`src/rtl/freq_generator.sv`:
```
// ---------------------------------------------------------------------------
// freq_generator : burst/continuous square-wave generator, period 2*H cycles
// Revision 1.0
// ---------------------------------------------------------------------------
`default_nettype none

module freq_generator #(
    parameter int CNT_W  = 24,
    parameter int PCNT_W = 10
) (
    input  logic              CLK,
    input  logic              Rst_n,
    input  logic              Start,
    input  logic [CNT_W-1:0]  HalfPeriod,
    input  logic [PCNT_W-1:0] PulseCount,
    output logic              Pulse,
    output logic              Busy,
    output logic              Finished,
    output logic [PCNT_W-1:0] SentCount
);

    typedef enum logic [1:0] {
        IDLE = 2'd0,
        HIGH = 2'd1,
        LOW  = 2'd2,
        DONE = 2'd3
    } state_t;

    state_t            state, state_nxt;
    logic [CNT_W-1:0]  phase_cnt, phase_cnt_nxt;
    logic [CNT_W-1:0]  half_q, half_nxt;
    logic [PCNT_W-1:0] num_q, num_nxt;
    logic [PCNT_W-1:0] sent_nxt;
    logic              phase_end;

    // Phase counter runs 1..H inside a phase, so it never exceeds H and cannot wrap
    assign phase_end = (phase_cnt == half_q);

    always_comb begin
        state_nxt     = state;
        phase_cnt_nxt = phase_cnt;
        half_nxt      = half_q;
        num_nxt       = num_q;
        sent_nxt      = SentCount;
        case (state)
            IDLE: begin
                if (Start) begin
                    state_nxt     = HIGH;
                    half_nxt      = (HalfPeriod == '0) ? CNT_W'(1) : HalfPeriod;
                    num_nxt       = PulseCount;
                    sent_nxt      = PCNT_W'(1);
                    phase_cnt_nxt = CNT_W'(1);
                end
            end
            HIGH: begin
                if (!Start) begin
                    state_nxt     = IDLE;
                    phase_cnt_nxt = '0;
                end else if (phase_end) begin
                    state_nxt     = LOW;
                    phase_cnt_nxt = CNT_W'(1);
                end else begin
                    phase_cnt_nxt = phase_cnt + CNT_W'(1);
                end
            end
            LOW: begin
                if (!Start) begin
                    state_nxt     = IDLE;
                    phase_cnt_nxt = '0;
                end else if (phase_end) begin
                    if ((num_q != '0) && (SentCount == num_q)) begin
                        state_nxt     = DONE;
                        phase_cnt_nxt = '0;
                    end else begin
                        state_nxt     = HIGH;
                        phase_cnt_nxt = CNT_W'(1);
                        sent_nxt      = SentCount + PCNT_W'(1);
                    end
                end else begin
                    phase_cnt_nxt = phase_cnt + CNT_W'(1);
                end
            end
            DONE: begin
                if (!Start) begin
                    state_nxt = IDLE;
                end
            end
            default: begin
                state_nxt     = IDLE;
                phase_cnt_nxt = '0;
            end
        endcase
    end

    // Outputs are registered from the next state so they change on the same edge as the FSM
    always_ff @(posedge CLK or negedge Rst_n) begin
        if (!Rst_n) begin
            state     <= IDLE;
            phase_cnt <= '0;
            half_q    <= CNT_W'(1);
            num_q     <= '0;
            SentCount <= '0;
            Pulse     <= 1'b0;
            Busy      <= 1'b0;
            Finished  <= 1'b0;
        end else begin
            state     <= state_nxt;
            phase_cnt <= phase_cnt_nxt;
            half_q    <= half_nxt;
            num_q     <= num_nxt;
            SentCount <= sent_nxt;
            Pulse     <= (state_nxt == HIGH);
            Busy      <= (state_nxt == HIGH) || (state_nxt == LOW);
            Finished  <= (state_nxt == DONE);
        end
    end

endmodule

`default_nettype wire

```
`config.mk`:
```
export PLATFORM = sky130hd
export DESIGN_NAME = freq_generator
export DESIGN_NICKNAME = d
export VERILOG_FILES = /design/src/rtl/freq_generator.sv
export SDC_FILE = /design/constraint.sdc
export NUM_CORES = 1
export LEC_CHECK = 0
export BUFFER_PORTS_ARGS = -buffer_cell sky130_fd_sc_hd__buf_2
export CORE_MARGIN = 5
export CORE_UTILIZATION = 40
export CTS_BUF_LIST = sky130_fd_sc_hd__clkbuf_8
export DETAILED_ROUTE_END_ITERATION = 7
export GPL_TIMING_DRIVEN = 0
export PLACE_DENSITY = 0.63
export SLEW_MARGIN = 20
export SYNTH_ARGS = -nofsm -noshare
export SYNTH_HDL_FRONTEND = slang
export SYNTH_SLANG_ARGS = --single-unit
```
`constraint.sdc`:
```
create_clock -name CLK -period 7.8 [get_ports CLK]
set_input_delay 0.78 -clock CLK [delete_from_list [all_inputs] [get_ports CLK]]
set_output_delay 0.78 -clock CLK [all_outputs]
set_load 0.1 [all_outputs]
```
==> results of run 1 <==
==> sequential cells by signal (all words and copies together), names as in the netlist <==
register   cells
Busy           1
SentCount     10
num_q         10
Pulse          1
half_q        24
Finished       1
phase_cnt     24
state          2
==> worst reg2reg max path: stages, from the launching register on <==
cell and delay, ns:
dfrtp_1 0.43, inv_1 0.10, ha_1 0.26, nor2b_1 0.20, or2_2 0.28, clkbuf_1 0.21, nor3_1 0.62, nand3_1 0.40
nor3_1 0.33, xnor2_1 0.16, nor2_1 0.06
==> worst min-delay path by stage <==
| stage | start | end | slack (ns) | cells after the start |
|---|---|---|---|---|
| 4_1_cts | Rst_n | SentCount[5]$_DFFE_PN0P_ | 0.28 | 1 |
| 5_1_grt | Rst_n | SentCount[5]$_DFFE_PN0P_ | 0.29 | 1 |
| 3_5_place_dp | half_q[0]$_DFFE_PN1P_ | half_q[0]$_DFFE_PN1P_ | 0.49 | 2 |
| 6_report | Rst_n | SentCount[5]$_DFFE_PN0P_ | 0.29 | 1 |
| 3_3_place_gp | half_q[0]$_DFFE_PN1P_ | half_q[0]$_DFFE_PN1P_ | 0.49 | 2 |
| 2_1_floorplan | half_q[0]$_DFFE_PN1P_ | half_q[0]$_DFFE_PN1P_ | 0.46 | 2 |
==> kinds of logic after synthesis <==
group	Yosys count	synth area share
simple gates	116	0.170
flops	73	0.485
compound gates	59	0.0919
xor+xnor	47	0.109
mux	33	0.0986
buf+inv	19	0.0193
fa+ha+maj	8	0.0266
==> routing by layer <==
layer / GRT usage / vias to the layer above / share of wire / routed length [µm]
li1: - / 1394 / - / -
met4: 0.0566 / 0 / 0.017 / 146
met3: 0.0361 / 13 / 0.038 / 334
met1: 0.202 / 1445 / 0.46 / 3960
met2: 0.267 / 65 / 0.49 / 4240
met5: 0 / - / 0 / 0
==> power by group <==
group | internal [mW] | total, mW | switching [mW] | leakage (nW)
Clock | 0.219 | 0.363 | 0.144 | 0.122
Combinational | 0.205 | 0.492 | 0.287 | 0.873
Sequential | 0.490 | 0.588 | 0.0981 | 0.928
Total | 0.915 | 1.44 | 0.529 | 1.92
==> area by class of cell <==
cell class	instances	share of cell area
multi-input cells	263	0.423
flip-flops and latches	73	0.412
repair buffers	50	0.0621
well taps	111	0.0313
clock buffers	10	0.0311
clock inverters	5	0.0234
plain buffers	11	0.00960
inverters	8	0.00678
==> placed cells by master (no fill, tap or decap), types with 4 or more instances in the layout <==
cell      instances
nand2_1          23
nor3_1            5
or4_1             5
inv_1             8
buf_2            49
nand3_1          14
o21ai_0          25
nor2_1           19
xnor2_1          18
xor2_1           29
clkbuf_1         10
a31oi_1           4
clkbuf_8         10
mux2_2           33
ha_1              8
nand4_1           6
nor4_1           13
or3_1             6
a21oi_1          13
nor2b_1           6
o31ai_1           7
and3_1            4
dfrtp_1          72
==> stage by stage <==
stage	cell area (µm²)	setup WS, ns
floorplan	3770	4.91
global placement	4150	4.58
detailed placement	4180	4.60
CTS	4430	4.66
global route	4430	4.40
finish	4430	4.63
==> flow_summary.ini, run 1 <==
[synthesis]
netlist_area_mm2 = 0.00377
synth_top_flop_cell = dfrtp_1
ys_seq_area_frac = 0.485
yosysMostFrequentCell = dfrtp_1
synthCells = 355
synth_cell_types = 40
synth.avg_cell_area_um2 = 10.6
synth_seq_cells = 73
async_reset_ff_frac = 1.00
synth_edf_count = 0
synth_top_area_share = 0.478
syn_nets = 400
synth_commonest_cells = dfrtp_1, mux2_2, xor2_1
ys_warn_count = 0
synth_area_leaders = dfrtp_1, mux2_2, xor2_1
yosysTopAreaCell = dfrtp_1

[die]
core_mm2 = 0.00920
initial_core_util = 0.410
io_pins = 50
die_w_um = 107
die_height_um = 107
die-area_mm2 = 0.0115
placementRows = 35

[grt]
grt.overflow.total = 0
grt_pass1_vias = 2904
grt_max_degree = 58
grt_pass1_wl_mm = 14.5
track_usage = 0.159
antenna_found_initial = 0

[sta]
min_period_ns = 3.17
hold_slack_ns = 0.291
skew_ns = 0.00975
rsz0062_at_grt = no
finalHoldViolCount = 0
slew_violations = 0
fmax_mhz = 315
tns_ns = 0
slew_headroom = 0.527
finalSetupViolCount = 0
tightest_slew_ns = 0.703
finalCritPeriodShare = 0.407

[detailed_routing]
vias = 2917
drc = 0
drt-initial-drc-count = 133
wire_per_inst_um = 16.3
antenna_left = 0
vias_per_cell = 5.49
drt_pass1_iterations = 4
drt_wl_total_mm = 8.68

[clock_network]
clkSlewWorstSetupHoldPaths_ns = 0.08
cts_hold_buf = 0
cts-root-buf = clkbuf_8
clock_sinks = 73
cts_tree = yes
htreeDepth = 3
postCtsSetupBuffers = 0
insertion_delay_ns = 0.35
cts_max_path_buffers = 2
cts_resized = 0
cts_made_buffers = 9

[setup_path]
critPathSlowestCell = nor3_1
crit_chain = inv_1 -> ha_1 -> nor2b_1 -> or2_2 -> clkbuf_1 -> nor3_1 -> nand3_1 -> nor3_1 -> xnor2_1 -> nor2_1
r2r_end = phase_cnt[20]$_DFFE_PN0P_
crit_top_cell = nor3_1
cp_num_cells = 10
crit_fanout = 9
endpoint = phase_cnt[20]$_DFFE_PN0P_
critPathLaunchType = register
critPathCaptureType = register
worstReg2RegStart = state[0]$_DFF_PN0_
slowest_delay_ns = 0.62
cp-startpoint = state[0]$_DFF_PN0_
r2r_slack_ns = 4.63
r2r_cells = 10
critPathKind = reg2reg
required_ns = 8.02
cp_top_family = simple AND/OR/NAND/NOR gates
crit_buf_inv = 2
crit_arrival_ns = 3.39

[power_and_ir_drop]
power.density_mw_per_mm2 = 326
totalPowerFinal_mw = 1.44
ir_drop_uv = 161
p_leak_nw = 1.92

[finish]
regArea_mm2 = 0.00183
fillers = 881
utilization = 0.482
layout.cells.non_filler = 531
drive_gt1_frac = 0.257
area_growth_pct = 17.6
nNetsFinal = 461
num_antenna_cells = 0
multiInputGateArea_mm2 = 0.00188

[placement]
dp_cells = 516
dp_hpwl_mm = 6.57
place_congestion = 0.898
portBuffers = 49

[min_path]
hold_path.class = in2async

[run_status]
outcome = completed

[flow_run]
maxCapViolCount = 0
Note: power is estimated with default switching activity, not from simulation.
==> run 2: changes to the inputs <==
==> constraint.sdc (replaced) <==
create_clock -name CLK -period 3 [get_ports CLK]
set_input_delay 0.3 -clock CLK [delete_from_list [all_inputs] [get_ports CLK]]
set_output_delay 0.3 -clock CLK [all_outputs]
set_load 0.1 [all_outputs]
==> run 2 against run 1 <==
Compared with the run above: register-to-register slack got worse by 4.4 ns; setup slack got worse by 4.4 ns; final cell count rose by 0.38%; largest cell class unchanged; utilization rose by 0.48 points; global-route usage barely moved; sequential share of layout area fell by 0.40 points; first-iteration DRC count fell by 16%; critical path type unchanged; clock power rose to 2.6 times the previous value; combinational power rose to 2.6 times the previous value.
==> flow_summary.ini, run 2 (synthesis results as in run 1) <==
[grt]
track_usage = 0.159
antenna_found_initial = 0
grt_pass1_wl_mm = 14.4
grt_max_degree = 58
grt.overflow.total = 0
grt_pass1_vias = 2905

[detailed_routing]
drt_wl_total_mm = 8.79
drt-initial-drc-count = 112
vias = 2929
vias_per_cell = 5.50
drt_pass1_iterations = 4
drc = 0
wire_per_inst_um = 16.5
antenna_left = 0

[clock_network]
clock_sinks = 73
cts_made_buffers = 9
cts_tree = yes
htreeDepth = 3
insertion_delay_ns = 0.36
cts_max_path_buffers = 2
cts-root-buf = clkbuf_8
clkSlewWorstSetupHoldPaths_ns = 0.08

[finish]
area_growth_pct = 18.7
drive_gt1_frac = 0.268
regArea_mm2 = 0.00183
final_cell_mix = dfrtp_1, buf_2, mux2_2
multiInputGateArea_mm2 = 0.00190
final_area_mm2 = 0.00448
num_antenna_cells = 0
reg_top3 = half_q: 24 flops, phase_cnt: 24 flops
nNetsFinal = 463
final_common_cell = dfrtp_1
fillers = 880

[sta]
slew_violations = 0
finalSetupViolCount = 0
slew_headroom = 0.549
min_period_ns = 2.80
finalHoldViolCount = 0
skew_ns = 0.00973
tightest_slew_ns = 0.671
finalCritPeriodShare = 0.932
hold_slack_ns = 0.178
fmax_mhz = 358
rsz0062_at_grt = no

[setup_path]
endpoint = Busy$_DFF_PN0_
crit_arrival_ns = 3.09
required_ns = 3.29
r2r_slack_ns = 0.20
r2r_end = Busy$_DFF_PN0_
critPathLaunchType = register
critPathCaptureType = register
worstReg2RegStart = phase_cnt[8]$_DFFE_PN0P_
cp-startpoint = phase_cnt[8]$_DFFE_PN0P_
critPathKind = reg2reg
r2r_cells = 10
crit_fanout = 7

[die]
io_pins = 50
die_height_um = 107
initial_core_util = 0.410
core_mm2 = 0.00920
placementRows = 35
die_w_um = 107
die-area_mm2 = 0.0115

[power_and_ir_drop]
pwr-share-clk = 0.251
ir_drop_uv = 420
power_frac_comb = 0.343
p_leak_nw = 1.94
power.density_mw_per_mm2 = 841
seqPwrFrac = 0.406
switching_share = 0.367
power.switching_mw = 1.38
totalPowerFinal_mw = 3.76
intPower_mw = 2.38

[placement]
place_congestion = 0.898
portBuffers = 49
dp_hpwl_mm = 6.57
dpl-instance-area_mm2 = 0.00418

[run_status]
outcome = completed

[flow_run]
maxCapViolCount = 0

[min_path]
hold_path.class = in2reg
run 2: cell count changes in the layout (fill, tap and decap cells not counted):
cell,delta
a21oi_2,+1
dlygate4sd3_1,+1
nor4_2,+1
nor3_4,+1
buf_4,+1
nand3_2,+1
nand3_1,-1
a21oi_1,-1
nor3_1,-1
nor4_1,-1
run 2: layer usage:
metal | wire (µm) | vias to the layer above | track usage
met5 | 0 | - | 0
met2 | 4360 | 77 | 0.266
met1 | 3860 | 1443 | 0.202
li1 | - | 1397 | -
met4 | 139 | 0 | 0.0566
met3 | 423 | 12 | 0.0361
run 2: final cells by class:
class / count / share of cell area
plain buffers: 11 / 0.00951
clock buffers: 10 / 0.0308
clock inverters: 5 / 0.0232
inverters: 8 / 0.00671
multi-input cells: 263 / 0.425
flip-flops and latches: 73 / 0.408
well taps: 111 / 0.0310
repair buffers: 52 / 0.0654
run 2: timing repair:
action / in CTS / in global routing
resized for setup: 2 / 3
pin swaps: 0 / 1
hold buffers: 1 / 0
setup buffers: 0 / 1
setup endpoints to repair: 11 / 15
hold endpoints to repair: 16 / 0
run 2: worst min-delay path by stage:
stage / startpoint / endpoint / cells after the start
final: PulseCount[4] / num_q[4]$_DFFE_PN0P_ / 2
after global routing: PulseCount[5] / num_q[5]$_DFFE_PN0P_ / 2
after CTS: PulseCount[4] / num_q[4]$_DFFE_PN0P_ / 2
after detailed placement: Rst_n / SentCount[5]$_DFFE_PN0P_ / 1
after global placement: half_q[0]$_DFFE_PN1P_ / half_q[0]$_DFFE_PN1P_ / 2
after floorplan: Rst_n / Busy$_DFF_PN0_ / 0
run 2: worst max-delay path: stages, from the launching register on:
cell and delay, ns:
dfrtp_1 0.36, buf_2 0.17, xor2_1 0.17, nor4_1 0.29, nand4_1 0.21, or2_2 0.33, clkbuf_1 0.20, o41a_1 0.42
o21ai_1 0.25, ha_1 0.28, inv_1 0.05
run 2: stage by stage:
| stage | instances | setup WS [ns] | TNS, ns | utilization |
|---|---|---|---|---|
| 6_report | 533 | 0.205 | 0 | 0.487 |
| 5_1_grt | 533 | 0.0172 | 0 | 0.487 |
| 4_1_cts | 532 | 0.0644 | 0 | 0.483 |
| 3_5_place_dp | 516 | -0.129 | -0.609 | 0.455 |
| 3_3_place_gp | 515 | -0.153 | -0.361 | 0.452 |
| 2_1_floorplan | 355 | 0.111 | 0 | - |
run 2: power groups by stage:
| stage | combinational (mW) | sequential, mW | clock, mW |
|---|---|---|---|
| floorplan | 0.810 | 1.67 | 0 |
| global placement | 1.25 | 1.55 | 0 |
| detailed placement | 1.28 | 1.55 | 0 |
| CTS | 1.29 | 1.53 | 0.970 |
| global route | 1.42 | 1.56 | 1.01 |
| finish | 1.29 | 1.53 | 0.945 |
==> run 3: changes to the inputs <==
--- a/config.mk
+++ b/config.mk
@@ -7,11 +7,12 @@
 export LEC_CHECK = 0
 export BUFFER_PORTS_ARGS = -buffer_cell sky130_fd_sc_hd__buf_2
 export CORE_MARGIN = 5
-export CORE_UTILIZATION = 40
+export CORE_UTILIZATION = 59
 export CTS_BUF_LIST = sky130_fd_sc_hd__clkbuf_8
+export CTS_CLUSTER_DIAMETER = 30
 export DETAILED_ROUTE_END_ITERATION = 7
 export GPL_TIMING_DRIVEN = 0
-export PLACE_DENSITY = 0.63
+export PLACE_DENSITY = 0.85
 export SLEW_MARGIN = 20
 export SYNTH_ARGS = -nofsm -noshare
 export SYNTH_HDL_FRONTEND = slang
==> constraint.sdc (replaced) <==
create_clock -name CLK -period 3.2 [get_ports CLK]
set_input_delay 0.32 -clock CLK [delete_from_list [all_inputs] [get_ports CLK]]
set_output_delay 0.32 -clock CLK [all_outputs]
set_load 0.1 [all_outputs]
==> run 3 against run 2 <==
Compared with the run above: critical path depth fell by 2; clock skew rose by 0.0021 ns; critical endpoint is now phase_cnt[7]$_DFFE_PN0P_; final cell count fell by 6.4%; critical path type unchanged; utilization rose by 21 points.
==> flow_summary.ini, run 3 (synthesis results as in run 1) <==
[run_status]
outcome = completed

[flow_run]
maxCapViolCount = 0

[sta]
finalCritPeriodShare = 0.942
slew_violations = 0
tightest_slew_ns = 1.01
tns_ns = 0
skew_ns = 0.0119
fmax_mhz = 332
finalHoldViolCount = 0
rsz0062_at_grt = no
slew_headroom = 0.323
finalSetupViolCount = 0
min_period_ns = 3.02

[detailed_routing]
wire_per_inst_um = 17.9
drt-initial-drc-count = 310
drt_wl_total_mm = 8.93
antenna_left = 0
vias = 3058
drt_pass1_iterations = 5
drc = 0
vias_per_cell = 6.13

[clock_network]
htreeDepth = 3
clock_sinks = 73
cts_made_buffers = 9
cts_max_path_buffers = 2
insertion_delay_ns = 0.36
cts-root-buf = clkbuf_8
cts_tree = yes
clkSlewWorstSetupHoldPaths_ns = 0.08
postCtsSetupBuffers = 0

[grt]
grt.overflow.total = 0
grt_max_degree = 45
antenna_found_initial = 0
grt_pass1_wl_mm = 15.2
grt_pass1_vias = 3078
track_usage = 0.232

[setup_path]
critPathCaptureType = register
critPathLaunchType = register
required_ns = 3.43
slowest_delay_ns = 0.46
crit_chain = xor2_1 -> nor4_1 -> nand4_1 -> or2_2 -> clkbuf_1 -> a21oi_1 -> clkbuf_1 -> nor2_1
critPathKind = reg2reg
crit_fanout = 10
crit_arrival_ns = 3.24
crit_top_cell = clkbuf_1
critPathSlowestCell = dfrtp_1

[finish]
fillers = 451
final_cell_mix = dfrtp_1, buf_2, mux2_2
num_antenna_cells = 0
final_common_cell = dfrtp_1
area_growth_pct = 16.3
reg_top3 = half_q: 24 flops, phase_cnt: 24 flops
drive_gt1_frac = 0.258
nNetsFinal = 462
final_area_mm2 = 0.00438

[die]
io_pins = 50
die_height_um = 89.9
die_w_um = 89.9
core_mm2 = 0.00628
placementRows = 29
die-area_mm2 = 0.00809
initial_core_util = 0.601

[power_and_ir_drop]
ir_drop_uv = 632
power.density_mw_per_mm2 = 800
p_leak_nw = 1.92
power.switching_mw = 1.34
pwr-share-clk = 0.241
switching_share = 0.383
intPower_mw = 2.16
seqPwrFrac = 0.410
power_frac_comb = 0.349

[placement]
place_congestion = 0.832
portBuffers = 49
dp_hpwl_mm = 6.32
dpl-instance-area_mm2 = 0.00413

[min_path]
hold_path.class = in2reg
-- run 3: changes by cell type in the layout (fill, tap and decap cells not counted), sizes merged --
cell,change
bufinv,-1
buf,-1
inv,+2
-- run 3: worst paths after layout --
path                                           from                       end  slack, ns  cells past startpoint
max in group asynchronous                     Rst_n     half_q[0]$_DFFE_PN1P_       2.16                      3
min in group asynchronous                     Rst_n      num_q[3]$_DFFE_PN0P_       0.42                      2
setup reg to reg           phase_cnt[9]$_DFFE_PN0P_  phase_cnt[7]$_DFFE_PN0P_       0.18                      8
hold reg to reg               half_q[0]$_DFFE_PN1P_     half_q[0]$_DFFE_PN1P_       0.50                      2
setup / recovery           phase_cnt[9]$_DFFE_PN0P_  phase_cnt[7]$_DFFE_PN0P_       0.18                      8
hold / removal                        PulseCount[9]      num_q[9]$_DFFE_PN0P_       0.19                      2
-- run 3: final cells by class --
type,instances,area (µm²),area share
Buffer,11,42.5,0.00970
Clock buffer,10,138,0.0314
Timing Repair Buffer,51,278,0.0634
Clock inverter,6,97.6,0.0223
Sequential cell,73,1830,0.417
Inverter,8,30.0,0.00685
Tap cell,77,96.3,0.0220
Multi-Input combinational cell,263,1870,0.428
-- run 3: per-layer routing --
metal  part of all wire  GRT usage
met5                  0          0
met4              0.030      0.119
met3              0.057     0.0384
met2               0.48      0.365
met1               0.43      0.309
-- run 3: critical path, delay by kind of cell (launching register included) --
family	cells	cell delay, ns
compound gates	1	0.45
simple gates	4	1.10
flops	1	0.46
xor+xnor	1	0.22
buf+inv	2	0.65
-- run 3: stage by stage --
| step | instances | total power [mW] | utilization | hold slack [ns] | worst slack [ns] |
|---|---|---|---|---|---|
| 2_1_floorplan | 355 | 2.32 | - | 0.0244 | 0.311 |
| 3_3_place_gp | 481 | 2.57 | 0.655 | 0.476 | 0.252 |
| 3_5_place_dp | 482 | 2.64 | 0.659 | 0.282 | 0.234 |
| 4_1_cts | 499 | 3.51 | 0.698 | 0.185 | 0.162 |
| 5_1_grt | 499 | 3.70 | 0.698 | 0.185 | 0.00914 |
| 6_report | 499 | 3.51 | 0.698 | 0.187 | 0.184 |
-- run 3: power by group through the flow --
stage,Clock [mW],Combinational (mW),Sequential [mW]
after floorplan,0,0.760,1.56
after CTS,0.853,1.22,1.43
after global routing,0.898,1.34,1.47
after detailed placement,0,1.20,1.45
final,0.846,1.22,1.44
after global placement,0,1.14,1.43
-- run 3: repair_timing --
| item | CTS | global route |
|---|---|---|
| hold buffers | 1 | 0 |
| resized for setup | 0 | 1 |
| setup endpoints to repair | 0 | 3 |
| hold endpoints to repair | 29 | 0 |
